<file path="config.mk">
export PLATFORM = sky130hd
export DESIGN_NAME = rex_game_ctrl_flat
export DESIGN_NICKNAME = d
export VERILOG_FILES = /design/src/rtl/rex_game_ctrl_if.sv /design/src/rtl/rex_game_ctrl.sv /design/src/flat_wrapper.sv
export SDC_FILE = /design/constraint.sdc
export NUM_CORES = 1
export LEC_CHECK = 0
export ABC_AREA = 1
export CAP_MARGIN = 20
export CELL_PAD_IN_SITES_DETAIL_PLACEMENT = 1
export CELL_PAD_IN_SITES_GLOBAL_PLACEMENT = 2
export CORE_AREA = 4 4 112 114
export DETAILED_ROUTE_END_ITERATION = 7
export DIE_AREA = 0 0 116 118
export PLACE_DENSITY_LB_ADDON = 0.1
export SYNTH_ARGS = -nofsm -noshare
export SYNTH_HDL_FRONTEND = slang
export SYNTH_SLANG_ARGS = --single-unit
</file>
<file path="constraint.sdc">
create_clock -name ClkPort -period 4.63 [get_ports ClkPort]
set_input_delay 1.389 -clock ClkPort [delete_from_list [all_inputs] [get_ports ClkPort]]
set_output_delay 1.389 -clock ClkPort [all_outputs]
set_load 0.005 [all_outputs]
</file>
<file path="src/rtl/rex_game_ctrl_if.sv">
`default_nettype none
// ---------------------------------------------------------------------------
// rex_game_ctrl_if : control inputs and status outputs of the game sequencer
// Rev 1.0
// ---------------------------------------------------------------------------
interface rex_game_ctrl_if #(
    parameter int Y_W     = 8,
    parameter int SCORE_W = 14
) ();
    logic               tick;
    logic               Start;
    logic               Jump;
    logic               Duck;
    logic               Pause;
    logic               collision;
    logic               q_Init;
    logic               q_Run;
    logic               q_Jump;
    logic               q_Duck;
    logic               q_Pause;
    logic               q_Stop;
    logic [Y_W-1:0]     rex_y;
    logic [SCORE_W-1:0] score;
    logic [SCORE_W-1:0] hi_score;
    logic [2:0]         speed_lvl;

    modport master (
        output tick, Start, Jump, Duck, Pause, collision,
        input  q_Init, q_Run, q_Jump, q_Duck, q_Pause, q_Stop,
        input  rex_y, score, hi_score, speed_lvl
    );

    modport slave (
        input  tick, Start, Jump, Duck, Pause, collision,
        output q_Init, q_Run, q_Jump, q_Duck, q_Pause, q_Stop,
        output rex_y, score, hi_score, speed_lvl
    );
endinterface
`default_nettype wire

</file>
<file path="src/rtl/rex_game_ctrl.sv">
`default_nettype none
// ---------------------------------------------------------------------------
// rex_game_ctrl : game-state sequencer (jump physics, score, speed level)
// Rev 1.0
// ---------------------------------------------------------------------------
module rex_game_ctrl #(
    parameter int JUMP_V0    = 12,
    parameter int GRAVITY    = 1,
    parameter int Y_W        = 8,
    parameter int SCORE_W    = 14,
    parameter int SPEED_STEP = 100
) (
    input  wire             ClkPort,
    input  wire             Reset_n,
    rex_game_ctrl_if.slave  bus
);
    localparam int                 SUB_W       = (SPEED_STEP > 1) ? $clog2(SPEED_STEP) : 1;
    localparam logic [SCORE_W-1:0] c_SCORE_MAX = {SCORE_W{1'b1}};
    localparam logic [SUB_W-1:0]   c_SUB_LAST  = SUB_W'(SPEED_STEP - 1);
    localparam logic [2:0]         c_SPEED_MAX = 3'd7;

    typedef enum logic [2:0] {
        S_INIT  = 3'd0,
        S_RUN   = 3'd1,
        S_JUMP  = 3'd2,
        S_DUCK  = 3'd3,
        S_PAUSE = 3'd4,
        S_STOP  = 3'd5
    } state_t;

    state_t                 r_state;
    state_t                 w_state_nxt;
    state_t                 r_saved;
    state_t                 w_saved_nxt;

    logic [Y_W-1:0]         r_rex_y;
    logic signed [Y_W-1:0]  r_vel;
    logic [SCORE_W-1:0]     r_score;
    logic [SCORE_W-1:0]     r_hi;
    logic [SUB_W-1:0]       r_sub;
    logic                   r_bump;
    logic [2:0]             r_speed;

    logic signed [Y_W+1:0]  w_sum;
    logic                   w_landed;
    logic                   w_clear;
    logic                   w_score_adv;
    logic                   w_score_inc;
    logic                   w_launch;
    logic                   w_fly;
    logic                   w_land;

    always_ff @(posedge ClkPort or negedge Reset_n) begin
        if (!Reset_n) begin
            r_state <= S_INIT;
            r_saved <= S_RUN;
        end else begin
            r_state <= w_state_nxt;
            r_saved <= w_saved_nxt;
        end
    end

    // Collision and Pause pre-empt the tick update so a frozen frame really is frozen.
    always_comb begin
        w_state_nxt = r_state;
        w_saved_nxt = r_saved;
        w_clear     = 1'b0;
        w_score_adv = 1'b0;
        w_launch    = 1'b0;
        w_fly       = 1'b0;
        w_land      = 1'b0;
        w_sum       = $signed({2'b00, r_rex_y}) + $signed({{2{r_vel[Y_W-1]}}, r_vel});
        w_landed    = w_sum[Y_W+1] || (w_sum == '0);

        case (r_state)
            S_INIT: begin
                if (bus.Start) begin
                    w_state_nxt = S_RUN;
                    w_clear     = 1'b1;
                end
            end
            S_RUN, S_DUCK: begin
                if (bus.collision) begin
                    w_state_nxt = S_STOP;
                end else if (bus.Pause) begin
                    w_state_nxt = S_PAUSE;
                    w_saved_nxt = r_state;
                end else begin
                    w_score_adv = bus.tick;
                    if (bus.Jump) begin
                        w_state_nxt = S_JUMP;
                        w_launch    = 1'b1;
                    end else if (bus.Duck) begin
                        w_state_nxt = S_DUCK;
                    end else begin
                        w_state_nxt = S_RUN;
                    end
                end
            end
            S_JUMP: begin
                if (bus.collision) begin
                    w_state_nxt = S_STOP;
                end else if (bus.Pause) begin
                    w_state_nxt = S_PAUSE;
                    w_saved_nxt = S_JUMP;
                end else if (bus.tick) begin
                    w_score_adv = 1'b1;
                    if (w_landed) begin
                        w_land      = 1'b1;
                        w_state_nxt = bus.Duck ? S_DUCK : S_RUN;
                    end else begin
                        w_fly = 1'b1;
                    end
                end
            end
            S_PAUSE: begin
                if (bus.Start) begin
                    w_state_nxt = S_INIT;
                end else if (bus.Pause) begin
                    w_state_nxt = (r_saved == S_DUCK && !bus.Duck) ? S_RUN : r_saved;
                end
            end
            S_STOP: begin
                if (bus.Start) begin
                    w_state_nxt = S_RUN;
                    w_clear     = 1'b1;
                end
            end
            default: w_state_nxt = S_INIT;
        endcase

        w_score_inc = w_score_adv && (r_score != c_SCORE_MAX);
    end

    always_ff @(posedge ClkPort or negedge Reset_n) begin
        if (!Reset_n) begin
            r_rex_y <= '0;
            r_vel   <= '0;
            r_score <= '0;
            r_hi    <= '0;
            r_sub   <= '0;
            r_bump  <= 1'b0;
            r_speed <= '0;
        end else begin
            if (w_clear) begin
                r_rex_y <= '0;
                r_vel   <= '0;
            end else if (w_launch) begin
                r_vel   <= Y_W'(JUMP_V0);
            end else if (w_land) begin
                r_rex_y <= '0;
                r_vel   <= '0;
            end else if (w_fly) begin
                r_rex_y <= w_sum[Y_W-1:0];
                r_vel   <= r_vel - Y_W'(GRAVITY);
            end

            if (w_clear) begin
                r_score <= '0;
            end else if (w_score_inc) begin
                r_score <= r_score + 1'b1;
            end

            // Score is frozen throughout STOP, so this settles on the entry cycle.
            if (r_state == S_STOP && r_score > r_hi) begin
                r_hi <= r_score;
            end

            // Modulo sub-counter marks each SPEED_STEP boundary; level follows a cycle later.
            if (w_clear) begin
                r_sub  <= '0;
                r_bump <= 1'b0;
            end else begin
                r_bump <= w_score_inc && (r_sub == c_SUB_LAST);
                if (w_score_inc) begin
                    r_sub <= (r_sub == c_SUB_LAST) ? '0 : r_sub + 1'b1;
                end
            end

            if (w_clear) begin
                r_speed <= '0;
            end else if (r_bump && r_speed != c_SPEED_MAX) begin
                r_speed <= r_speed + 1'b1;
            end
        end
    end

    assign bus.q_Init    = (r_state == S_INIT);
    assign bus.q_Run     = (r_state == S_RUN);
    assign bus.q_Jump    = (r_state == S_JUMP);
    assign bus.q_Duck    = (r_state == S_DUCK);
    assign bus.q_Pause   = (r_state == S_PAUSE);
    assign bus.q_Stop    = (r_state == S_STOP);
    assign bus.rex_y     = r_rex_y;
    assign bus.score     = r_score;
    assign bus.hi_score  = r_hi;
    assign bus.speed_lvl = r_speed;
endmodule
`default_nettype wire

</file>
<file path="src/flat_wrapper.sv">
// flat-port wrapper written by rule: the top's interface ports become plain ports
module rex_game_ctrl_flat 
#(
    parameter int JUMP_V0    = 12,
    parameter int GRAVITY    = 1,
    parameter int Y_W        = 8,
    parameter int SCORE_W    = 14,
    parameter int SPEED_STEP = 100
)
  (ClkPort, Reset_n, bus_tick, bus_Start, bus_Jump, bus_Duck, bus_Pause, bus_collision, bus_q_Init, bus_q_Run, bus_q_Jump, bus_q_Duck, bus_q_Pause, bus_q_Stop, bus_rex_y, bus_score, bus_hi_score, bus_speed_lvl);
  rex_game_ctrl_if #(.Y_W(Y_W), .SCORE_W(SCORE_W)) bus_i ();
  input  wire ClkPort;
  input  wire Reset_n;
  input wire logic [$bits(bus_i.tick)-1:0] bus_tick;
  input wire logic [$bits(bus_i.Start)-1:0] bus_Start;
  input wire logic [$bits(bus_i.Jump)-1:0] bus_Jump;
  input wire logic [$bits(bus_i.Duck)-1:0] bus_Duck;
  input wire logic [$bits(bus_i.Pause)-1:0] bus_Pause;
  input wire logic [$bits(bus_i.collision)-1:0] bus_collision;
  output wire logic [$bits(bus_i.q_Init)-1:0] bus_q_Init;
  output wire logic [$bits(bus_i.q_Run)-1:0] bus_q_Run;
  output wire logic [$bits(bus_i.q_Jump)-1:0] bus_q_Jump;
  output wire logic [$bits(bus_i.q_Duck)-1:0] bus_q_Duck;
  output wire logic [$bits(bus_i.q_Pause)-1:0] bus_q_Pause;
  output wire logic [$bits(bus_i.q_Stop)-1:0] bus_q_Stop;
  output wire logic [$bits(bus_i.rex_y)-1:0] bus_rex_y;
  output wire logic [$bits(bus_i.score)-1:0] bus_score;
  output wire logic [$bits(bus_i.hi_score)-1:0] bus_hi_score;
  output wire logic [$bits(bus_i.speed_lvl)-1:0] bus_speed_lvl;
  assign bus_i.tick = bus_tick;
  assign bus_i.Start = bus_Start;
  assign bus_i.Jump = bus_Jump;
  assign bus_i.Duck = bus_Duck;
  assign bus_i.Pause = bus_Pause;
  assign bus_i.collision = bus_collision;
  assign bus_q_Init = bus_i.q_Init;
  assign bus_q_Run = bus_i.q_Run;
  assign bus_q_Jump = bus_i.q_Jump;
  assign bus_q_Duck = bus_i.q_Duck;
  assign bus_q_Pause = bus_i.q_Pause;
  assign bus_q_Stop = bus_i.q_Stop;
  assign bus_rex_y = bus_i.rex_y;
  assign bus_score = bus_i.score;
  assign bus_hi_score = bus_i.hi_score;
  assign bus_speed_lvl = bus_i.speed_lvl;
  rex_game_ctrl #(.JUMP_V0(JUMP_V0), .GRAVITY(GRAVITY), .Y_W(Y_W), .SCORE_W(SCORE_W), .SPEED_STEP(SPEED_STEP)) u_core (.ClkPort(ClkPort), .Reset_n(Reset_n), .bus(bus_i));
endmodule
</file>
Word-level counts from Yosys, hierarchy flattened
Cells that the tools add are included.
{"block": "totals", "word_cells": 108, "out_inout_bits": 45, "register_bits": 61}
{"block": "classes", "order_cmp": 1, "n_addsub": 5, "muxes": 56, "reduce_logical": 19, "eq_ne": 18}
{"operator": "2-to-1 mux 8 bit", "n": 8}
{"operator": "2-to-1 mux 3 bit", "n": 17}
{"operator": "2-to-1 mux 14 bit", "n": 2}
{"operator": "2-to-1 mux 1 bit", "n": 22}
{"operator": "2-to-1 mux 7 bit", "n": 3}
{"operator": "adder 14 x 1 -> 14 bit, second input constant", "n": 1}
{"operator": "greater-than comparator 14 bit", "n": 1}
{"operator": "!= test 14 bit, second input constant", "n": 1}
{"operator": "case mux 3 bit (4 select lines)", "n": 1}
{"operator": "adder 9 x 8 -> 10 bit", "n": 1}
{"operator": "logical NOT 10 bit", "n": 1}
{"operator": "== test 3 x 2 -> 1 bit, second input constant", "n": 3}
{"operator": "!= test 2 bit, second input constant", "n": 4}
{"operator": "subtractor 8 x 2 -> 8 bit, second input constant", "n": 1}
{"operator": "adder 7 x 1 -> 7 bit, second input constant", "n": 1}
{"operator": "== test 7 bit, second input constant", "n": 1}
{"operator": "== test 3 bit, second input constant", "n": 2}
{"operator": "!= test 3 bit, second input constant", "n": 2}
{"operator": "case mux 3 bit (2 select lines)", "n": 1}
{"operator": "nonzero test 2 bit", "n": 3}
{"operator": "logical AND 1 bit", "n": 5}
{"operator": "AND reduction 5 bit", "n": 1}
{"operator": "!= test 2 x 1 -> 1 bit, second input constant", "n": 2}
{"operator": "!= test 4 x 3 -> 1 bit, second input constant", "n": 1}
{"operator": "13 further kinds", "n": 14}

Longest topological paths before layout
{"block": "depth", "word_depth": 12, "ltp_mapped": 17}

Worst setup path after synthesis
OpenSTA, ideal clock, no wires.
{"block": "synth_timing", "path_kind": "input port to flip-flop", "startpoint": "input bus_Pause", "endpoint": "register u_core.r_score[8] (netlist: u_core.bus.score[8])", "n_path_buf": 0, "cell_stages": 9, "setup_time_ns": 0.071, "t_arrival_ns": 2.495, "slack_ns": 2.064, "path_cell_list": "nor2_1 inv_1 nor3_4 nand2_4 nor3_4 nand2_1 o21ai_1 nand2_1 nor2_1"}
{"block": "synth_via", "elab_chain_len": 5, "elab_cells_between_ends": 7}
{"element": "from (decl)", "line_no": "flat_wrapper.sv:18", "text": "input wire logic [$bits(bus_i.Pause)-1:0] bus_Pause;"}
{"element": "2-to-1 mux 1 bit (on tied branches)", "line_no": "rex_game_ctrl.sv:103, rex_game_ctrl.sv:85"}
{"element": "2-to-1 mux 1 bit (on tied branches)", "line_no": "rex_game_ctrl.sv:101, rex_game_ctrl.sv:83"}
{"element": "case mux 1 bit (2 select lines) (*)", "line_no": "rex_game_ctrl.sv:75", "text": "case (r_state)"}
{"element": "logical AND 1 bit (*)", "line_no": "rex_game_ctrl.sv:132", "text": "w_score_inc = w_score_adv && (r_score != c_SCORE_MAX);"}
{"element": "nonzero test 2 bit (no source line) (*)"}
{"element": "to (signal assigned)", "line_no": "rex_game_ctrl.sv:161", "text": "r_score <= r_score + 1'b1;"}
{"element": "to (decl)", "line_no": "rex_game_ctrl.sv:38", "text": "logic [SCORE_W-1:0] r_score;"}
Every way passes the cells marked *; elsewhere a longest branch is shown, timed or not.
A chain may end at the register's enable or synchronous reset.

Worst setup path after layout
{"block": "layout_timing", "startpoint": "register u_core.r_state[2]", "endpoint": "output bus_q_Jump"}
{"block": "layout_via", "elab_chain_len": 1}
{"element": "from (decl)", "line_no": "rex_game_ctrl.sv:31", "text": "state_t r_state;"}
{"element": "from (signal assigned)", "line_no": "rex_game_ctrl.sv:58", "text": "r_state <= w_state_nxt;"}
{"element": "== test 3 x 2 -> 1 bit", "line_no": "rex_game_ctrl.sv:190", "text": "assign bus.q_Jump = (r_state == S_JUMP);"}
{"element": "to (decl)", "line_no": "flat_wrapper.sv:22", "text": "output wire logic [$bits(bus_i.q_Jump)-1:0] bus_q_Jump;"}
No other way between the ends.

==> results.toml <==
[synthesis]
async_reset_ff_frac = 1.000
synth_warnings = 0
yosys-top-cells-area = "dfrtp_1 (39%), nand2_1 (11%), ha_1 (9.0%), inv_1 (8.3%), nor2_1 (4.3%)"
synthesis.nets = 551
ys_types = 39
syn_area_per_cell_sq_um = 7.566
ys_ff_latch = 61
synth_edf_count = 0
seq_area_frac_synth = 0.3929
netlist_area_sq_um = 3889
synth_ff_type = "dfrtp_1"
yosysTopAreaCellShare = 0.3861
synth_top_area_cell = "dfrtp_1"
synth_cells = 514

[critical_path]
cpPeakStageDelay_ns = 0.56
cp_max_fo = 6
rr_worst_depth = 8
start_kind = "flip-flop"
cp.required_ns = 3.24
worst-setup-path-type = "flip-flop to output port"
crit_chain = "inv_1 > nand2_1 > nor2_1 > clkdlybuf4s50_1"
crit_slowest_cell = "clkdlybuf4s50_1"
cp-end-kind = "output port"
arrival_ns = 1.81

[global_route]
antenna_found_initial = 0
grt.busiest_layer = "met2"
grt_max_degree = 35
use_met1 = 0.2380
grt_overflow_total = 0
grt_pass1_vias = 3890
use_met3 = 0.03085
grt_pass1_wl_um = 19640
grt_use_total = 0.1812
grt_use_met2 = 0.2975

[clock_network]
clk_pin_slew_ns = 0.05
cts_max_path_buffers = 2
cts.sinks = 61
numCtsBuffers = 9
clock_latency_ns = 0.34
post_cts_buffers = 0
htreeDepth = 3
cts_root_buf = "clkbuf_16"
postCtsHoldBufs = 0
cts_resized = 0
cts_tree = "built"

[detailed_routing]
num_vias = 3632
wl_um = 11550
route.detailed.drc = 0
first_iter_violations = 98
wl_per_cell_um = 16.01
viasPerCell = 5.037
firstDrtPassIters = 4
ant_nets = 0

[place]
dp_hpwl_um = 9043
gp_congestion = 0.8033
postPlaceCellArea_sq_um = 4557
place_inst = 705
port_buffers = 52

[floorplanning]
dieArea_sq_um = 13690
die_w_um = 116
ioPinCount = 53
die_y_um = 118
core-area_sq_um = 11420
start_util = 0.3406
fp-row-count = 39

[final_layout]
fin_area_sq_um = 4902
num_antenna_cells = 0
areaGrowthSynthToFinish_pct = 26.06
stdcell_count = 721
drive_gt1_frac = 0.06055
nFillCells = 1401
layout.nets = 610

[sta]
fin_setup_tns_ns = 0
period_minus_slack_ns = 3.195
hold_viol_final = 0
max_freq_ghz = 0.3130
worst_pin_slew_ns = 0.9971
clock_skew_ns = 0.003362
drv_slew = 0
final-setup-viol-count = 0
max_slew_margin = 0.3352
fin_hold_ws_ns = 0.5052
post-route-period-util = 0.6901
rsz0062_at_grt = "false"

[power]
cellLeakagePower_uw = 0.002345
power_density_nw_per_um2 = 491.1
vdd_drop_max_uv = 237.9

[run_status]
status = "finished, final reports clean"

[worst_hold_path]
whs_path_depth = 2
hold_path_class = "flip-flop to flip-flop"

[run]
maxCapViolations = 0
flip-flops by register name, indices dropped and copies added, names as in the netlist:
name                  cells
u_core.bus.hi_score      14
u_core.bus.rex_y          8
u_core.bus.score         14
u_core.bus.speed_lvl      3
u_core.r_bump             1
u_core.r_saved            3
u_core.r_state            3
u_core.r_sub              7
u_core.r_vel              8
layer usage:
layer  up-vias  routed length [um]
met1      1777                5528
met4         0                 190
li1       1795                   -
met5         -                   0
met2        46                5562
met3        14                 264
worst max-delay path: cells and delay by family (launching register included):
family        cells  cell delay (ns)
simple gates      2             0.33
flops             1             0.43
buf+inv           2             0.71
cell type report:
type,count,area (sq um),area share
tap,143,178.9,0.03650
inverter,89,334.1,0.06815
multi-input combinational,359,1993,0.4066
sequential,61,1528,0.3116
clock inverter,3,65.06,0.01327
clock buffer,13,280.3,0.05717
timing repair buffer,53,523.0,0.1067
cell families (layout without fill, tap and decap cells):
group                    after synthesis  after routing  synth area share
XOR/XNOR                              12             12           0.02703
flip-flops                            61             61            0.3929
buffers and inverters                 94            158           0.09459
adder cells (fa/ha/maj)               29             29           0.09524
AND/OR/NAND/NOR                      237            237            0.2716
AO/OA/AOI/OAI                         81             81            0.1187
synth_stat cells, types with 3 or more instances:
cell and number:
nand2_1 118, inv_1 86, dfrtp_1 60, nor2_1 45, nand3_1 32, o21ai_0 29
ha_1 28, a21oi_1 23, nor3_1 19, xor2_1 10, nand4_1 7, o21ai_1 6
o22ai_1 6, o31ai_1 6, buf_2 3, inv_2 3, nor2_2 3
path summary, 6_finish.rpt:
check,end,startpoint,slack [ns]
max,bus_q_Jump,u_core.r_state[2]$_DFFE_PN0P_,1.43
max reg2reg,u_core.bus.hi_score[8]$_DFFE_PN0P_,u_core.bus.score[9]$_DFFE_PN0P_,2.08
min,u_core.r_saved[2]$_DFFE_PN0P_,u_core.r_saved[2]$_DFFE_PN0P_,0.51
min reg2reg,u_core.r_saved[2]$_DFFE_PN0P_,u_core.r_saved[2]$_DFFE_PN0P_,0.51
max in group asynchronous,u_core.bus.hi_score[8]$_DFFE_PN0P_,Reset_n,2.58
min in group asynchronous,u_core.bus.hi_score[5]$_DFFE_PN0P_,Reset_n,1.15
through the flow:
step / worst slack (ns) / total power [uW] / utilization
finish: 1.435 / 2407 / 0.4293
global placement: 1.318 / 1633 / 0.3991
detailed placement: 1.229 / 1655 / 0.3991
CTS: 1.404 / 2448 / 0.4293
global route: 1.311 / 2591 / 0.4293
floorplan: 2.064 / 1279 / -
power breakdown:
| part | internal [uW] | total (uW) | switching, uW |
|---|---|---|---|
| Combinational | 343 | 907 | 563 |
| Clock | 529 | 772 | 244 |
| Sequential | 628 | 728 | 101 |
cell usage in the layout, fill, tap and decap left out, types with 2 or more instances in the layout:
master,n
o22ai_1,6
xnor2_1,2
nor2_1,45
bufinv_16,2
clkbuf_8,4
clkbuf_16,9
nor3_1,19
inv_2,3
inv_1,86
ha_1,28
nand3_1,32
a21oi_1,23
o21ai_1,6
nand2_2,2
o21ai_0,29
a31oi_1,2
clkdlybuf4s50_1,51
nor2_2,3
nor3_4,2
nand2_1,118
a21o_1,2
o31ai_1,6
nand3_2,2
nor2_4,2
nand3b_1,2
dfrtp_1,60
nand4_1,7
xor2_1,10
No activity file was read; power rests on OpenSTA's default activity.
